### config.mk
export PLATFORM = sky130hd
export DESIGN_NAME = branch_redirect_unit
export DESIGN_NICKNAME = d
export VERILOG_FILES = /design/src/rtl/branch_redirect_unit.sv
export SDC_FILE = /design/constraint.sdc
export NUM_CORES = 1
export LEC_CHECK = 0
export BUFFER_PORTS_ARGS = -buffer_cell sky130_fd_sc_hd__buf_2
export CAP_MARGIN = 25
export CORE_MARGIN = 2
export CORE_UTILIZATION = 55
export DETAILED_ROUTE_END_ITERATION = 8
export GPL_ROUTABILITY_DRIVEN = 0
export PLACE_DENSITY = 0.79
export SKIP_LAST_GASP = 1
export SYNTH_ARGS = -nofsm -noshare
export SYNTH_HDL_FRONTEND = slang
export SYNTH_SLANG_ARGS = --single-unit
### constraint.sdc
create_clock -name clk -period 7.55 [get_ports clk]
set_input_delay 1.1325 -clock clk [delete_from_list [all_inputs] [get_ports clk]]
set_output_delay 1.1325 -clock clk [all_outputs]
set_load 0.005 [all_outputs]
### src/rtl/branch_redirect_unit.sv
// branch_redirect_unit: turns branch mispredict / CP0 exception flushes into a held fetch redirect,
// kill and checkpoint-restore pulses, and queues predictor training records.
module branch_redirect_unit #(
  parameter int CP_W  = 16,
  parameter int RA_W  = 4,
  parameter int DEPTH = 4
) (
  input  logic            clk,
  input  logic            rst,
  input  logic            sba_flush_i,
  input  logic [31:0]     sba_err_vaddr_i,
  input  logic [31:0]     sba_corr_dest_i,
  input  logic            sba_corr_take_i,
  input  logic [CP_W-1:0] sba_check_point_i,
  input  logic [RA_W-1:0] sba_repair_action_i,
  input  logic            cp0_exc_occur_i,
  input  logic [31:0]     cp0_exc_dest_i,
  output logic            redir_valid_o,
  output logic [31:0]     redir_pc_o,
  input  logic            redir_ready_i,
  output logic            flush_frontend_o,
  output logic            ckpt_valid_o,
  output logic [CP_W-1:0] ckpt_o,
  output logic [RA_W-1:0] repair_action_o,
  output logic            upd_valid_o,
  output logic [31:0]     upd_pc_o,
  output logic [31:0]     upd_target_o,
  output logic            upd_take_o,
  input  logic            upd_ready_i,
  output logic [7:0]      upd_drop_cnt_o
);
  localparam int AW = $clog2(DEPTH);
  localparam logic [AW:0] FULL = DEPTH[AW:0];
  typedef enum logic {IDLE, HOLD} state_t;
  state_t state, state_nx;
  logic [31:0] pc_nx, br_pc;
  logic flush_nx, ckpt_nx, accept, eff_idle, push, pop, full, do_push;
  logic [64:0] mem [DEPTH];
  logic [AW-1:0] wr_ptr, rd_ptr;
  logic [AW:0] count;
  assign redir_valid_o = state == HOLD;
  assign accept = redir_valid_o && redir_ready_i;
  // an accepted redirect frees the unit in the same cycle a new event arrives
  assign eff_idle = state == IDLE || accept;
  assign br_pc = sba_corr_take_i ? sba_corr_dest_i : sba_err_vaddr_i + 32'd8;
  assign push = sba_flush_i && !cp0_exc_occur_i && eff_idle;
  assign upd_valid_o = count != '0;
  assign full = count == FULL;
  assign pop = upd_valid_o && upd_ready_i;
  assign do_push = push && (!full || pop);
  assign {upd_pc_o, upd_target_o, upd_take_o} = upd_valid_o ? mem[rd_ptr] : '0;
  always_comb begin
    state_nx = state;
    pc_nx = redir_pc_o;
    flush_nx = 1'b0;
    ckpt_nx = 1'b0;
    if (cp0_exc_occur_i) begin
      state_nx = HOLD;
      pc_nx = cp0_exc_dest_i;
      flush_nx = 1'b1;
    end else if (sba_flush_i && eff_idle) begin
      state_nx = HOLD;
      pc_nx = br_pc;
      flush_nx = 1'b1;
      ckpt_nx = 1'b1;
    end else if (accept) state_nx = IDLE;
  end
  always_ff @(posedge clk) begin
    if (!rst) begin
      state <= IDLE;
      redir_pc_o <= '0;
      flush_frontend_o <= 1'b0;
      ckpt_valid_o <= 1'b0;
      ckpt_o <= '0;
      repair_action_o <= '0;
      wr_ptr <= '0;
      rd_ptr <= '0;
      count <= '0;
      upd_drop_cnt_o <= '0;
    end else begin
      state <= state_nx;
      redir_pc_o <= pc_nx;
      flush_frontend_o <= flush_nx;
      ckpt_valid_o <= ckpt_nx;
      if (ckpt_nx) begin
        ckpt_o <= sba_check_point_i;
        repair_action_o <= sba_repair_action_i;
      end
      if (do_push) begin
        mem[wr_ptr] <= {sba_err_vaddr_i, sba_corr_dest_i, sba_corr_take_i};
        wr_ptr <= wr_ptr + 1'b1;
      end
      if (pop) rd_ptr <= rd_ptr + 1'b1;
      count <= count + {{AW{1'b0}}, do_push} - {{AW{1'b0}}, pop};
      if (push && !do_push && upd_drop_cnt_o != 8'hFF) upd_drop_cnt_o <= upd_drop_cnt_o + 8'd1;
    end
  end
endmodule
==> flow_summary.toml <==
[logic_synthesis]
ys_top_cells_by_count = "edfxtp_1 (260), nand2_1 (80), and2_1 (74)"
muxShareOfSynthArea = 0.111
synth-edff-count = 260
yosys.area.top_type = "edfxtp_1"
synth_top_family_by_area = "multiplexers"
synth_cell_types = 61
synth-xor-area-share = 0.0236
synth-compound-area-share = 0.0540
ys_warn_count = 0
postSynthCellCount = 895
syn_area_sq_um = 13700
synthSimpleGateAreaFrac = 0.106
ys.flop_type = "edfxtp_1"
yosysTopAreaCellShare = 0.569
synth_area_leaders = "edfxtp_1 (57%), mux4_2 (11%), dfxtp_1 (11%), and2_1 (3.4%), nand2_1 (2.2%)"
ys_ff_latch = 332
synth.most_common_cell = "edfxtp_1"
synthArstFlopShare = 0
synthAdderAreaFrac = 0.00876
yosysSeqAreaShare = 0.674
syn_area_per_cell_sq_um = 15.3
syn_nets = 1027

[timing]
max_clock_freq_ghz = 0.260
fin_crit_sh = 0.509
final_hold_viol_count = 0
setup_violations = 0
layout_min_cycle_time_ns = 3.85
tns_ns = 0
drv_slew = 0
hold_slack_ns = 0.455
setup_ws_ns = 3.70
worst_slew_pin_slew_ns = 1.03
rsz0062_at_grt = "no"
slew_headroom = 0.311
skew_ns = 0.0126

[route]
drc = 0
routedWlPerCell_um = 22.5
wl_mm = 33.3
drtIter0Drc = 793
dr.pass1.iters = 5
drtAntennaViolNets = 0
vias_per_cell = 5.90
num_vias = 8743

[cts]
holdBufCountCts = 0
post-cts-setup-buffers = 0
htreeDepth = 2
cts-resized-gates = 0
cts_buffers = 34
insertion_delay_ns = 0.51
cts.reportedPaths.clkPinSlew_ns = 0.06
clockRootBuffer = "clkbuf_16"
cts_tree = "done"
clockBufferDepth = 3
cts_sinks = 332

[hold_path]
min_path_type = "register to register"

[finish]
layout.cells.non_filler = 1483
finalNetCount = 1266
design_area_sq_um = 16300
post-route-util = 0.670
area_growth_pct = 19.1
antenna_cells = 0
drive_gt1_frac = 0.340

[worst_setup_path]
startpoint_type = "input pin"
crit_chain = "buf_2 > buf_4 > nor2b_1 > and2_1 > nand2_1 > nor2_1 > and2_4"
crit_type = "input pin to register"
crit_path_end_kind = "register"
crit_slowest_cell = "and2_4"
slowest_delay_ns = 0.86
reg2reg_slack_ns = 4.46
crit_required_ns = 7.67
worstPathMaxFanout = 65
worstPathArrival_ns = 3.97

[power]
peakVddDrop_mv = 0.235
power_mw = 4.86
powerDensity_nw_per_um2 = 298
power.leakage_nw = 5.94

[placed_design]
hpwl_mm = 20.9
dpl_cell_area_sq_um = 15200
portBuffers = 251
post-place-ws_ns = 3.24
placed_cells = 1421

[floorplan]
initial_core_util = 0.562
die_y_um = 162
fp.dieW_um = 162
num_rows = 57
dieArea_sq_um = 26200
coreArea_sq_um = 24400
ios = 252

[global_routing]
grtUsageMet1 = 0.350
use_met3 = 0.0506
use_met2 = 0.413
grt_pass1_wl_mm = 50.2
globalRoute.busiestLayer = "met2"
gr-total-overflow = 0
grt_max_degree = 68
first_global_vias = 8728
track_usage = 0.255
grt_antenna_before_repair = 2

[flow_run]
cap_violations = 0

[run_status]
status = "finished clean"
cell usage in the layout (no fill, tap or decap), types with 6 or more instances in the layout:
| cell | netlist | final |
|---|---|---|
| and3_1 | 10 | 10 |
| buf_2 | 7 | 251 |
| nand4_1 | 6 | 6 |
| nor3_1 | 13 | 13 |
| and2_1 | 74 | 70 |
| a211oi_1 | 8 | 8 |
| clkinv_2 | 0 | 7 |
| dfxtp_1 | 72 | 70 |
| nor2_1 | 37 | 37 |
| xor2_1 | 10 | 10 |
| ha_1 | 8 | 8 |
| o32ai_1 | 7 | 7 |
| clkbuf_1 | 33 | 6 |
| mux2i_1 | 6 | 6 |
| o211ai_1 | 12 | 12 |
| nand2_1 | 80 | 80 |
| o21ai_0 | 18 | 18 |
| nand3_1 | 15 | 15 |
| o31ai_1 | 6 | 6 |
| clkbuf_16 | 0 | 37 |
| mux4_2 | 65 | 65 |
| a21oi_1 | 41 | 41 |
| edfxtp_1 | 260 | 260 |
| inv_1 | 11 | 11 |
| xnor2_1 | 27 | 27 |
worst max-delay path, delay by kind of cell:
family                 cells  cell delay [ns]
buffers and inverters      2             0.37
AND/OR/NAND/NOR            5             2.39
cell families after synthesis:
| family | Yosys count |
|---|---|
| DFF | 332 |
| buffers and inverters | 65 |
| AOI/OAI and AO/OA | 113 |
| adders and majority gates | 9 |
| xor gates and xnor gates | 37 |
| muxes | 71 |
| and+or+nand+nor | 268 |
flip-flops by register name (all words and copies together) (netlist names), named ones only:
| register | flops |
|---|---|
| ckpt_o | 16 |
| ckpt_valid_o | 1 |
| count | 3 |
| flush_frontend_o | 1 |
| mem | 260 |
| rd_ptr | 2 |
| redir_pc_o | 32 |
| redir_valid_o | 1 |
| repair_action_o | 4 |
| upd_drop_cnt_o | 8 |
| wr_ptr | 2 |
layer usage:
| layer | vias to the layer above | wire length, um |
|---|---|---|
| li1 | 3897 | - |
| met5 | - | 13 |
| met2 | 436 | 16300 |
| met1 | 4347 | 13100 |
| met4 | 2 | 879 |
| met3 | 61 | 3010 |
power by group:
part,switching (mW),internal [mW],leakage (nW),total [mW]
sequential,0.0680,2.03,2.94,2.10
combinational,0.524,0.558,2.44,1.08
clock,0.672,1.01,0.554,1.69
total,1.26,3.60,5.94,4.86
area by class of cell:
type,instances,area [sq um]
multi-input combinational,498,4170
timing repair buffer,256,1330
tap,324,405
clock inverter,16,155
clock buffer,45,976
fill,1698,8060
sequential,332,9260
inverter,12,45.0
final timing paths:
check | start | to | depth (start not counted)
max | cp0_exc_occur_i | mem[1][33]$_DFFE_PP_ | 7
min | repair_action_o[2]$_SDFFE_PN0P_ | repair_action_o[2]$_SDFFE_PN0P_ | 2
max reg2reg | redir_valid_o$_SDFFE_PN0P_ | mem[1][33]$_DFFE_PP_ | 5
min reg2reg | repair_action_o[2]$_SDFFE_PN0P_ | repair_action_o[2]$_SDFFE_PN0P_ | 2
Power figures use the tool's default switching activity.
